===== src/rtl/alu_pkg.sv =====
// Shared types for the ALU sweep controller: the ALU operation enum, the sweep
// FSM states and a reference evaluation of each operation.
package alu_pkg;

  typedef enum logic [2:0] {
    ADD,
    SUB,
    AND,
    OR,
    XOR
  } aluFun_t;

  localparam int NUM_OPS = 5;

  localparam aluFun_t LAST_OP = XOR;

  typedef enum logic [1:0] {
    IDLE,
    ISSUE,
    WAIT,
    DONE
  } sweep_state_t;

  // Sweep order follows the declaration order of aluFun_t.
  function automatic aluFun_t next_op(input aluFun_t f);
    case (f)
      ADD:     next_op = SUB;
      SUB:     next_op = AND;
      AND:     next_op = OR;
      OR:      next_op = XOR;
      default: next_op = ADD;
    endcase
  endfunction

  function automatic logic [7:0] alu_eval(input aluFun_t f, input logic [7:0] x,
                                          input logic [7:0] y);
    case (f)
      ADD:     alu_eval = x + y;
      SUB:     alu_eval = x - y;
      AND:     alu_eval = x & y;
      OR:      alu_eval = x | y;
      default: alu_eval = x ^ y;
    endcase
  endfunction

endpackage


===== src/rtl/alu_sweep_ctrl.sv =====
// Sweeps one operand pair through every ALU operation, collecting each result
// (or 8'hFF on timeout) into a small readable buffer and an XOR checksum.
module alu_sweep_ctrl
  import alu_pkg::*;
#(
  parameter int TIMEOUT = 15
) (
  input  logic       clock,
  input  logic       reset_N,
  input  logic       start,
  input  logic [7:0] a_in,
  input  logic [7:0] b_in,
  output logic [7:0] a,
  output logic [7:0] b,
  output aluFun_t    op,
  output logic       op_valid,
  input  logic [7:0] result,
  input  logic       result_valid,
  output logic       busy,
  output logic       done,
  output logic [7:0] checksum,
  output logic       err,
  input  logic [2:0] rd_idx,
  output logic [7:0] rd_data
);

  localparam int TW = $clog2(TIMEOUT + 1);

  sweep_state_t state_reg, state_next;
  logic [TW-1:0] timer_reg;
  logic [7:0]    buffer_q [NUM_OPS];

  logic          accept;
  logic          capture;
  logic          expire;
  logic          stray;
  logic          advance;
  logic [7:0]    entry_value;

  always_ff @(posedge clock or negedge reset_N) begin
    if (!reset_N) begin
      state_reg <= IDLE;
    end else begin
      state_reg <= state_next;
    end
  end

  always_comb begin
    state_next = state_reg;
    op_valid   = 1'b0;
    busy       = 1'b0;
    done       = 1'b0;
    accept     = 1'b0;
    capture    = 1'b0;
    expire     = 1'b0;
    stray      = 1'b0;
    case (state_reg)
      IDLE: begin
        stray = result_valid;
        if (start) begin
          accept     = 1'b1;
          state_next = ISSUE;
        end
      end
      ISSUE: begin
        op_valid   = 1'b1;
        busy       = 1'b1;
        stray      = result_valid;
        state_next = WAIT;
      end
      WAIT: begin
        busy = 1'b1;
        // A result arriving on the final timer cycle still counts as valid.
        if (result_valid) begin
          capture = 1'b1;
        end else if (timer_reg == TW'(TIMEOUT - 1)) begin
          expire = 1'b1;
        end
        if (result_valid || (timer_reg == TW'(TIMEOUT - 1))) begin
          state_next = (op == LAST_OP) ? DONE : ISSUE;
        end
      end
      DONE: begin
        done       = 1'b1;
        stray      = result_valid;
        state_next = IDLE;
      end
      default: begin
        state_next = IDLE;
      end
    endcase
  end

  assign advance     = capture | expire;
  assign entry_value = capture ? result : 8'hFF;

  always_ff @(posedge clock or negedge reset_N) begin
    if (!reset_N) begin
      timer_reg <= '0;
    end else if (state_reg == ISSUE) begin
      timer_reg <= '0;
    end else if ((state_reg == WAIT) && !advance) begin
      timer_reg <= timer_reg + TW'(1);
    end
  end

  always_ff @(posedge clock or negedge reset_N) begin
    if (!reset_N) begin
      a        <= 8'h00;
      b        <= 8'h00;
      op       <= ADD;
      checksum <= 8'h00;
      err      <= 1'b0;
    end else begin
      if (accept) begin
        a        <= a_in;
        b        <= b_in;
        op       <= ADD;
        checksum <= 8'h00;
        err      <= 1'b0;
      end
      if (advance) begin
        checksum <= checksum ^ entry_value;
        if (op != LAST_OP) begin
          op <= next_op(op);
        end
      end
      if (expire || stray) begin
        err <= 1'b1;
      end
    end
  end

  genvar gi;
  generate
    for (gi = 0; gi < NUM_OPS; gi++) begin : g_buf
      logic [7:0] entry_reg;

      always_ff @(posedge clock or negedge reset_N) begin
        if (!reset_N) begin
          entry_reg <= 8'h00;
        end else if (accept) begin
          entry_reg <= 8'h00;
        end else if (advance && (int'(op) == gi)) begin
          entry_reg <= entry_value;
        end
      end

      assign buffer_q[gi] = entry_reg;
    end
  endgenerate

  always_comb begin
    rd_data = 8'h00;
    for (int i = 0; i < NUM_OPS; i++) begin
      if (rd_idx == 3'(i)) begin
        rd_data = buffer_q[i];
      end
    end
  end

endmodule


===== config.mk =====
export PLATFORM = sky130hd
export DESIGN_NAME = alu_sweep_ctrl
export DESIGN_NICKNAME = d
export VERILOG_FILES = /design/src/rtl/alu_pkg.sv /design/src/rtl/alu_sweep_ctrl.sv
export SDC_FILE = /design/constraint.sdc
export NUM_CORES = 1
export LEC_CHECK = 0
export BUFFER_PORTS_ARGS = -buffer_cell sky130_fd_sc_hd__buf_2
export CAP_MARGIN = 30
export CORE_UTILIZATION = 55
export DETAILED_ROUTE_END_ITERATION = 12
export PLACE_DENSITY = 0.79
export SYNTH_ARGS = -nofsm -noshare
export SYNTH_HDL_FRONTEND = slang
export SYNTH_SLANG_ARGS = --single-unit

===== constraint.sdc =====
create_clock -name clock -period 2.2 [get_ports clock]
set_clock_uncertainty 0.2 [all_clocks]
set_input_delay 0.33 -clock clock [delete_from_list [all_inputs] [get_ports clock]]
set_output_delay 0.33 -clock clock [all_outputs]
set_load 0.05 [all_outputs]

# ---- Word-level counts from Yosys, hierarchy flattened
# Index checks and enable logic that the tools add are counted.
dict set report classes {
  add_sub_neg 1
  n_eq_ne 19
  n_mux 41
  bitwise_logic 2
  n_reduce_logical 24
}
# op count
set op_table {}
lappend op_table {{$mux 8} 18}
lappend op_table {{$reduce_bool 2->1} 8}
lappend op_table {{$eq 3x2->1 const B} 5}
lappend op_table {{$eq 3x3->1 const B} 5}
lappend op_table {{$mux 1} 13}
lappend op_table {{$pmux 3 s4} 1}
lappend op_table {{$logic_not 3->1} 3}
lappend op_table {{$mux 3} 3}
lappend op_table {{$mux 4} 2}
lappend op_table {{$pmux 2 s4} 1}
lappend op_table {{$xor 8x8->8} 1}
lappend op_table {{$eq 3x1->1 const B} 2}
lappend op_table {{$logic_and 1x1->1} 6}
lappend op_table {{$mux 2} 3}
lappend op_table {{$add 4x1->4 const B} 1}
lappend op_table {{$eq 2x2->1 const B} 2}
lappend op_table {{$eq 4x4->1 const B} 1}
lappend op_table {{$ne 2x2->1 const B} 2}
lappend op_table {{$ne 3x3->1 const B} 1}
lappend op_table {{$reduce_or 3->1} 1}
lappend op_table {{$eq 2x1->1 const B} 1}
lappend op_table {{$logic_not 2->1} 1}
lappend op_table {{$logic_or 1x1->1} 2}
lappend op_table {{$reduce_and 2->1} 1}
lappend op_table {{other kinds (3)} 3}
dict set report totals {
  regBits 74
  in_bits 31
  elab_cells 99
}

# ---- Longest topological paths before layout
dict set report depth {
  word_depth 9
  ltp_mapped 7
}

# ---- Worst setup path after synthesis
# No wires, ideal clock.
dict set report synth_timing {
  path_type {input-to-output}
  start {input port rd_idx[0]}
  end {output port rd_data[0]}
  arrival_time_ns 1.941
  t_required_ns 1.670
  slack_ns -0.271
  stages 4
  n_path_buf 1
  cell_sequence {buf_4 > mux4_2 > inv_1 > o21ai_0}
}
dict set report synth_between {
  elab_chain_len 6
}
# item line_no
set synth_lines {}
lappend synth_lines {{from (decl)} alu_sweep_ctrl.sv:23} ;# input logic [2:0] rd_idx,
lappend synth_lines {{$logic_not 3->1} alu_sweep_ctrl.sv:156} ;# if (rd_idx == 3'(i)) begin
lappend synth_lines {{$mux 8 (4 in series)} alu_sweep_ctrl.sv:156}
lappend synth_lines {{$mux 8 *} alu_sweep_ctrl.sv:156}
lappend synth_lines {{to (decl)} alu_sweep_ctrl.sv:24} ;# output logic [7:0] rd_data
# Mark *: on every way between the ends. The rest lies on a longest branch, timed or not.

# ---- Worst setup path after layout
dict set report layout_timing {
  start {register g_buf[3].entry_reg[5]}
  end {output port rd_data[5]}
}
dict set report layout_between {
  elab_chain_len 2
}
# item line_no
set layout_lines {}
lappend layout_lines {{from (decl)} alu_sweep_ctrl.sv:137} ;# logic [7:0] entry_reg;
lappend layout_lines {{from (signal assigned)} alu_sweep_ctrl.sv:145} ;# entry_reg <= entry_value;
lappend layout_lines {{$mux 8 (2 in series)} alu_sweep_ctrl.sv:156}
# Every way passes these cells.

==> flow_metrics.py <==
metrics = {
    "clock_network": {
        "clock_sinks": 74,
        "cts-buffers-inserted": 9,
        "root_buffer": "clkbuf_8",
        "clockBufferDepth": 2,
        "insertion_delay_ps": 340,
        "cts_tree": "done",
        "clk_pin_slew_worst_paths_ps": 80,
        "htreeDepth": 3,
    },
    "placement": {
        "port_buffers": 69,
        "hpwl_mm": 5.35,
        "gp_congestion": 0.819,
        "dp.cells": 465,
    },
    "drt": {
        "drc": 8,
        "wl_per_cell_um": 16.0,
        "dr.pass1.iters": 9,
        "wirelength_mm": 7.81,
        "drtIter0Drc": 194,
        "vias": 2754,
        "ant_nets": 0,
        "vias_per_cell": 5.66,
    },
    "sta": {
        "finalSetupViolCount": 0,
        "max_slew_margin_pct": 58.0,
        "timing.fmax_mhz": 482,
        "worstMarginPinSlew_ps": 624,
        "hold_ws_ps": 13.2,
        "finalHoldViolCount": 0,
        "drv_slew": 0,
        "post-route-min-period_ps": 2070,
        "rsz0062_at_grt": "false",
        "fin_crit_sh_pct": 94.3,
        "setup_tns_ps": 0,
    },
    "yosys": {
        "synth_edf_count": 0,
        "yosys_warnings": 0,
        "syn-cell-area_sq_um": 3700,
        "yosys_register_bits": 74,
        "synth_nets": 359,
        "seq_area_frac_synth_pct": 50.1,
        "syn_area_per_cell_sq_um": 11.5,
        "synth-main-ff-cell": "dfrtp_1",
        "synth-async-reset-ratio_pct": 100,
        "yosysUniqueCellTypes": 38,
        "synthesis.instances": 321,
    },
    "power": {
        "swShare_pct": 46.1,
        "sequentialPowerShare_pct": 35.3,
        "combPwrFrac_pct": 48.8,
        "p_clk_share_pct": 15.8,
        "p_leak_nw": 2.41,
        "peakVddDrop_v": 0.00101,
        "intPower_mw": 3.32,
        "power_mw": 6.16,
        "net-switching-power_mw": 2.84,
        "power.density_nw_per_um2": 1390,
    },
    "die": {
        "core_area_sq_um": 6420,
        "initial_utilization_pct": 57.6,
        "die_h_um": 84.0,
        "die_x_um": 84.0,
        "ioPinCount": 70,
        "fp.dieArea_sq_um": 7060,
        "rows": 29,
    },
    "final_layout": {
        "final-instance-count-excl-fill": 487,
        "drive_gt1_share_pct": 32.4,
        "nFillCells": 490,
        "area_delta_synth_final_pct": 19.7,
        "final_nets": 443,
        "final_cell_mix": "dfrtp_1 (74), buf_2 (69), nand2_1 (50)",
        "final_common_cell": "dfrtp_1",
        "largest_reg_flops": 40,
        "antennaDiodeCount": 0,
    },
    "critical_path": {
        "required_ps": 1670,
        "worst_setup_path_start_kind": "flip-flop",
        "cpPeakStageDelay_ps": 480,
        "cp.arrival_ps": 1540,
        "path_class": "flip-flop to primary output",
        "critPathCaptureType": "primary output",
        "worst-path-max-fanout": 2,
        "rrSetupSlack_ps": 140,
        "crit_chain": "mux4_2 -> inv_1 -> o21ai_1 -> buf_2",
        "slowest_stage": "mux4_2",
    },
    "global_route": {
        "grt_most_used_layer": "met2",
        "grt_overflow": 0,
        "use_met1_pct": 32.2,
        "grt_pass1_vias": 2776,
        "antenna_found_initial": 0,
        "grtUsageMet2_pct": 37.8,
        "grt.total_usage_pct": 23.7,
        "grt_pass1_wl_mm": 13.2,
        "grt_max_degree": 75,
        "gr-usage-met3_pct": 5.84,
    },
    "run_status": {
        "violations": "DRC",
        "status": "finished with violations",
    },
    "job": {
        "drv_cap": 0,
    },
    "hold_path": {
        "hp-class": "input port to flip-flop",
    },
}
## layer usage
metal  routed length (um)  share of wire (%)  vias to the layer above
li1                     -                  -                     1298
met1                 3520                 45                     1338
met2                 3700                 47                      107
met3                  478                6.1                       11
met4                  111                1.4                        0
met5                    0                  0                        -
## final timing paths
path / startpoint / endpoint / cells after the start
min in group asynchronous: reset_N / g_buf[4].entry_reg[7] / 3
hold / removal: b_in[4] / b[4] / 2
setup reg to reg: state_reg[0] / g_buf[0].entry_reg[5] / 6
max in group asynchronous: reset_N / checksum[4] / 3
setup / recovery: g_buf[3].entry_reg[5] / rd_data[5] / 4
hold reg to reg: b[3] / b[3] / 1
## stage by stage
step                area (sq um)  setup WS, ps  util, %
global route                4430         0.587     69.0
detailed placement          4170          61.5     65.0
finish                      4430           126     69.0
CTS                         4410          1.90     68.6
global placement            4170           166     65.0
floorplan                   3700           108        -
## layout make-up
type / count / area [sq um] / share of cell area (%)
flip-flops and latches: 74 / 1850 / 41.8
multi-input cells: 217 / 1710 / 38.5
repair buffers: 91 / 551 / 12.4
clock buffers: 12 / 155 / 3.50
well taps: 77 / 96.3 / 2.17
inverters: 12 / 45.0 / 1.02
clock inverters: 4 / 26.3 / 0.593
## power by group through the flow
stage / Combinational, mW / Clock (mW) / Sequential [mW]
5_1_grt: 3.22 / 1.07 / 2.24
3_3_place_gp: 2.92 / 0 / 2.16
4_1_cts: 3.01 / 0.999 / 2.17
3_5_place_dp: 3.00 / 0 / 2.19
2_1_floorplan: 1.47 / 0 / 2.93
6_report: 3.01 / 0.975 / 2.18
## Yosys cell counts (3+ instances only)
cell	n	area (sq um)
ha_1	7	87.6
inv_1	12	45.0
xor2_1	8	70.1
dfrtp_1	74	1850
mux2_2	17	191
a21oi_1	5	25.0
buf_2	5	25.0
a22o_1	17	149
nand2_1	51	191
nand3_1	5	25.0
mux2i_1	40	400
o21ai_0	22	110
nor2b_1	4	25.0
clkbuf_1	6	22.5
nor2_1	10	37.5
buf_6	4	45.0
mux4_2	8	180
buf_4	3	22.5
## kinds of logic after synthesis
kind of cell / Yosys count / synth area share [%]
buffers and inverters: 30 / 4.33
AO/OA/AOI/OAI: 52 / 9.64
adder cells (fa/ha/maj): 7 / 2.37
XOR/XNOR: 8 / 1.89
multiplexers: 65 / 20.9
AND/OR/NAND/NOR: 85 / 10.9
flip-flops: 74 / 50.1
## what timing repair did
item,4_1_cts,5_1_grt
hold buffers,5,1
resized for setup,0,4
buffers inserted,0,0
endpoints found under the setup margin,0,16
hold endpoints to repair,78,1
## worst max-delay path: cells and delay by family (launching register included)
kind / cells / cell delay [ps]
mux: 1 / 480
flops: 1 / 380
buf+inv: 2 / 290
compound gates: 1 / 50
No activity file was read; power rests on OpenSTA's default activity.
